### src/rtl/uart_pkg.sv
// uart_pkg: shared state encoding and constants for the UART transmit arbiter
package uart_pkg;
  typedef enum logic [1:0] {IDLE, WAIT_BUSY, SENDING} state_t;
  localparam int UART_BYTE_W = 8;
  localparam int DEF_BUSY_TIMEOUT = 2048;
endpackage

### src/rtl/rr_arbiter.sv
// rr_arbiter: masked one-hot round-robin picker; search starts at i_Ptr and wraps
module rr_arbiter #(
  parameter int N  = 3,
  parameter int PW = 2
) (
  input  logic [N-1:0]  i_Req,
  input  logic [N-1:0]  i_Mask,
  input  logic [PW-1:0] i_Ptr,
  output logic [N-1:0]  o_Grant
);
  logic [N-1:0] w_req, w_hi, w_sel;
  assign w_req   = i_Req & i_Mask;
  // requests at or above the pointer win; otherwise wrap to the lowest request
  assign w_hi    = w_req & ~((N'(1) << i_Ptr) - N'(1));
  assign w_sel   = (|w_hi) ? w_hi : w_req;
  assign o_Grant = w_sel & (~w_sel + N'(1));
endmodule

### src/rtl/uart_tx_arbiter.sv
// uart_tx_arbiter: shares one UART transmitter between requesters with message locking
module uart_tx_arbiter
  import uart_pkg::*;
#(
  parameter int NUM_REQ      = 3,
  parameter int BUSY_TIMEOUT = DEF_BUSY_TIMEOUT
) (
  input  logic                           i_Clock,
  input  logic                           i_Reset,
  input  logic [NUM_REQ-1:0]             i_Req_Valid,
  input  logic [NUM_REQ*UART_BYTE_W-1:0] i_Req_Data,
  input  logic [NUM_REQ-1:0]             i_Req_Last,
  output logic [NUM_REQ-1:0]             o_Req_Ready,
  output logic                           o_Start,
  output logic [UART_BYTE_W-1:0]         o_Data,
  input  logic                           i_Busy,
  output logic [NUM_REQ-1:0]             o_Grant,
  output logic                           o_Error
);
  localparam int PW = NUM_REQ > 1 ? $clog2(NUM_REQ) : 1;
  localparam int TW = $clog2(BUSY_TIMEOUT + 1);
  state_t                 r_state;
  logic [PW-1:0]          r_ptr, r_owner, w_idx;
  logic                   r_lock, w_last, w_accept;
  logic [TW-1:0]          r_cnt, w_cnt_nx;
  logic [NUM_REQ-1:0]     w_pick, w_mask;
  logic [UART_BYTE_W-1:0] w_byte;
  function automatic logic [PW-1:0] nxt(input logic [PW-1:0] p);
    return (p == PW'(NUM_REQ - 1)) ? '0 : p + PW'(1);
  endfunction
  // a held lock narrows arbitration to the owner alone
  assign w_mask = r_lock ? NUM_REQ'(1) << r_owner : '1;
  rr_arbiter #(.N(NUM_REQ), .PW(PW)) u_rr (
    .i_Req  (i_Req_Valid),
    .i_Mask (w_mask),
    .i_Ptr  (r_ptr),
    .o_Grant(w_pick)
  );
  assign o_Req_Ready = (r_state == IDLE && !i_Busy && !i_Reset) ? w_pick : '0;
  assign w_accept    = |o_Req_Ready;
  assign o_Grant     = (r_state != IDLE || r_lock) ? NUM_REQ'(1) << r_owner : '0;
  assign w_cnt_nx    = r_cnt + TW'(1);
  always_comb begin
    w_idx  = '0;
    w_byte = '0;
    w_last = 1'b0;
    for (int i = 0; i < NUM_REQ; i++) begin
      if (w_pick[i]) begin
        w_idx  = PW'(i);
        w_byte = i_Req_Data[i*UART_BYTE_W +: UART_BYTE_W];
        w_last = i_Req_Last[i];
      end
    end
  end
  always_ff @(posedge i_Clock) begin
    if (i_Reset) begin
      r_state <= IDLE;
      o_Start <= 1'b0;
      o_Data  <= '0;
      o_Error <= 1'b0;
      r_lock  <= 1'b0;
      r_ptr   <= '0;
      r_owner <= '0;
      r_cnt   <= '0;
    end else begin
      case (r_state)
        IDLE: if (w_accept) begin
          r_state <= WAIT_BUSY;
          o_Start <= 1'b1;
          o_Data  <= w_byte;
          r_owner <= w_idx;
          r_cnt   <= '0;
          r_lock  <= !w_last;
          if (w_last) r_ptr <= nxt(w_idx);
        end
        WAIT_BUSY: if (i_Busy) begin
          r_state <= SENDING;
          o_Start <= 1'b0;
        end else if (w_cnt_nx == TW'(BUSY_TIMEOUT)) begin
          // the UART never acknowledged: abandon the byte and release the owner
          r_state <= IDLE;
          o_Start <= 1'b0;
          o_Error <= 1'b1;
          r_lock  <= 1'b0;
          r_ptr   <= nxt(r_owner);
        end else begin
          r_cnt <= w_cnt_nx;
        end
        SENDING: if (!i_Busy) r_state <= IDLE;
        default: r_state <= IDLE;
      endcase
    end
  end
endmodule

### config.mk
export PLATFORM = sky130hd
export DESIGN_NAME = uart_tx_arbiter
export DESIGN_NICKNAME = d
export VERILOG_FILES = /design/src/rtl/uart_pkg.sv /design/src/rtl/rr_arbiter.sv /design/src/rtl/uart_tx_arbiter.sv
export SDC_FILE = /design/constraint.sdc
export NUM_CORES = 1
export LEC_CHECK = 0
export ABC_AREA = 1
export CAP_MARGIN = 20
export CORE_ASPECT_RATIO = 2
export CORE_UTILIZATION = 45
export CTS_BUF_LIST = sky130_fd_sc_hd__clkbuf_4 sky130_fd_sc_hd__clkbuf_8
export CTS_CLUSTER_SIZE = 20
export DETAILED_ROUTE_END_ITERATION = 8
export PLACE_DENSITY = 0.84
export SLEW_MARGIN = 20
export SYNTH_ARGS = -nofsm -noshare
export SYNTH_HDL_FRONTEND = slang
export SYNTH_HIERARCHICAL = 1
export SYNTH_SLANG_ARGS = --single-unit
### constraint.sdc
create_clock -name i_Clock -period 2.1 [get_ports i_Clock]
set_clock_uncertainty 0.15 [all_clocks]
set_input_delay 0.21 -clock i_Clock [delete_from_list [all_inputs] [get_ports i_Clock]]
set_output_delay 0.21 -clock i_Clock [all_outputs]
set_load 0.02 [all_outputs]
==> results.md <==
* Status: complete, but fails checks
* Failing checks: negative setup slack
* Worst R2R End: o_Data[0]$_SDFFE_PP0P_
* Top Ports at 49
* Most frequent cells in the layout: nand2_1 (68), clkdlybuf4s50_1 (45), nor2_1 (42)
* TritonCTS buffer count at 5
* Yosys cell types at 29
* Post-DRT Antenna Nets at 0
* Total wire length at 5860 µm
* DP Wirelength at 4290 µm
* Final worst-path cycle share at 1.01
* Post-Route Setup TNS at -0.0287 ns
* CP arrival at 2.18 ns
* Vias in the first global route at 2185
* Mapped Avg Cell Area at 6.41 µm²
* # setup viols final at 4
* Largest net degree at the start of global routing at 24
* Hold endpoint: o_Error$_SDFFE_PP0P_
* Leak pwr at 0.00119 µW
* Critical Path Sink Type: flip-flop
* Cells after Synth at 290
* Detailed-route via count at 2187
* Initial DRC count at 26
* Peak supply drop at 0.498 mV
* Hold path depth at 2
* Critical path class: reg -> reg
* Slew headroom at 0.780
* Crit path max fanout at 17
* H-tree depth at 2
* R2R cell count at 14
* Min Tclk post-route at 2.12 ns
* Pwr Density at 596 mW/mm²
* CP Launch Type: flip-flop
* Most common cell after layout, fill and taps aside: nand2_1
* Hold/Removal Path Class: reg -> reg
* Clock Pin Slew Worst Setup and Hold Paths at 0.07 ns
* Max-Cap Viols at 0
* Initial Util at 0.479
* Die Y at 92.9 µm
* CTS Sinks at 29
* Part of the Yosys area used for sequential elements at 0.312
* Final critical-path setup slack at -0.0163 ns
* Final Wtd Congestion at 0.908
* Routed WL per cell at 14.0 µm
* Syn_nets at 325
* Multi-input gate area at 0.00124 mm²
* Sequential cell area at 587 µm²
* Chip Width at 47.5 µm
* Yosys warning total at 6
* Final-stage net count at 402
* GRT Overall Usage at 0.281
* DRC violations left at 0
* Final Hold Fails at 0
* Slew Viols, Final at 0
* Later-pin clock latency in the skew report at 0.29 ns
* Layout area overhead at 50.2%
* HP Start: o_Error$_SDFFE_PP0P_
* Die area at 0.00441 mm²
* Seq cells post-synth at 29
* Fillers at 325
* Num rows at 32
* Initial antenna violation count at 0
* Vias per inst at 5.22
* Port Buffers at 48
* Reg-to-reg startpoint: r_owner[1]$_SDFFE_PP0P_
* Clock Tree Buf Depth at 2
* Global-route wire length before repair at 8960 µm
* Root buf cell: clkbuf_8
* CTS tree: yes
* Core area at 0.00388 mm²
* Antenna Cells at 0
* Critical Path RT at 2.16 ns
* Share of layout cells above drive strength 1 at 0.258
* R2r setup slk at -0.02 ns
* Synthesized cell area at 0.00186 mm²
* RSZ-0062 raised after global routing: true
* Max Freq at 473 MHz
* Grt ovf at 0
* Final Total Pwr at 1660 µW
* Slew @ Worst Pin at 0.330 ns
* Pre-antenna DRT Iters at 4
## registers in the layout (all words and copies together) (netlist names)
signal / cells
r_cnt: 12
o_Data: 8
r_owner: 2
r_ptr: 2
r_state: 2
o_Error: 1
o_Start: 1
r_lock: 1
## worst max-delay path by stage
| stage | start | to | slack [ns] | cells past startpoint |
|---|---|---|---|---|
| after detailed placement | i_Req_Valid[1] | r_ptr[0]$_SDFFE_PP0P_ | -0.29 | 14 |
| final | r_owner[1]$_SDFFE_PP0P_ | o_Data[0]$_SDFFE_PP0P_ | -0.02 | 14 |
| after global routing | r_owner[1]$_SDFFE_PP0P_ | r_ptr[0]$_SDFFE_PP0P_ | -0.17 | 17 |
| after CTS | r_owner[1]$_SDFFE_PP0P_ | o_Data[6]$_SDFFE_PP0P_ | 0.006 | 15 |
| after global placement | i_Req_Valid[2] | o_Req_Ready[2] | -0.25 | 10 |
| after floorplan | r_owner[1]$_SDFFE_PP0P_ | r_ptr[0]$_SDFFE_PP0P_ | 0.01 | 20 |
## Yosys cell counts
master    number  area share
dfxtp_1       29        0.31
nor2_1        47       0.095
inv_1         27       0.055
inv_2          2      0.0040
nor3_1         3      0.0081
xor2_1         1      0.0047
nor2_4         3       0.018
nor2_2         5       0.017
clkinv_1       2      0.0040
nand4_1        4       0.013
clkbuf_1       3      0.0061
o21ai_1        1      0.0027
a21oi_4        1      0.0088
buf_2          4       0.011
a22o_1         8       0.038
xnor2_1        1      0.0047
nand3b_1       2      0.0081
a21oi_2        1      0.0047
a21boi_1       1      0.0040
o21ai_0       15       0.040
nand2_1       75        0.15
nand2_2        6       0.020
nand2_4        2       0.012
ha_1           2       0.013
nand3_1       15       0.040
a21oi_1       24       0.065
nand3_4        1      0.0094
buf_8          1      0.0081
nand3_2        4       0.022
## per-layer routing
| metal | vias to the layer above | GRT usage | part of all wire |
|---|---|---|---|
| met3 | 24 | 0.0292 | 0.032 |
| met5 | - | 0 | 0 |
| met1 | 1010 | 0.269 | 0.34 |
| met4 | 0 | 0.152 | 0.039 |
| li1 | 1083 | - | - |
| met2 | 70 | 0.523 | 0.59 |
## layout make-up
type,instances,area share
Timing Repair Buffer,78,0.250
Sequential cell,29,0.210
Multi-Input combinational cell,222,0.444
Clock buffer,5,0.0246
Tap cell,51,0.0228
Clock inverter,3,0.00627
Inverter,31,0.0426
## timing repair
action / in CTS / in global routing
gates resized for setup: 26 / 31
setup endpoints to repair: 32 / 29
hold buffers: 0 / 0
pin swaps: 3 / 15
buffers inserted: 0 / 3
## power by group
part	switching [µW]	internal [µW]
Sequential	44.4	596
Combinational	298	260
Clock	236	228
Total	579	1080
## cells by family after synthesis
family,Yosys count,synth area share
AOI/OAI and AO/OA,51,0.163
xor gates and xnor gates,2,0.00942
adders and majority gates,2,0.0135
buffers and inverters,39,0.0875
DFF,29,0.312
and+or+nand+nor,167,0.415
## stage by stage
step,worst slack [ns],util,hold WS (ns),instances,instance area [µm²]
6_report,-0.0163,0.719,0.326,419,2790
5_1_grt,-0.166,0.719,0.343,419,2790
4_1_cts,0.00586,0.689,0.327,416,2680
3_5_place_dp,-0.289,0.659,0.317,408,2560
3_3_place_gp,-0.252,0.659,0.302,408,2560
2_1_floorplan,0.00964,-,0.122,290,1860
## critical path, stage by stage (launching register included)
cell and delay, ns:
dfxtp_2 0.33, inv_2 0.07, nand2_1 0.07, nand2_1 0.13, nand2_1 0.07, inv_1 0.08
nand2_2 0.07, buf_4 0.14, nor2_4 0.14, nor2_4 0.07, a21oi_4 0.17, buf_4 0.13
buf_4 0.19, o21ai_0 0.10, a21oi_1 0.14
No activity file was read; power rests on OpenSTA's default activity.
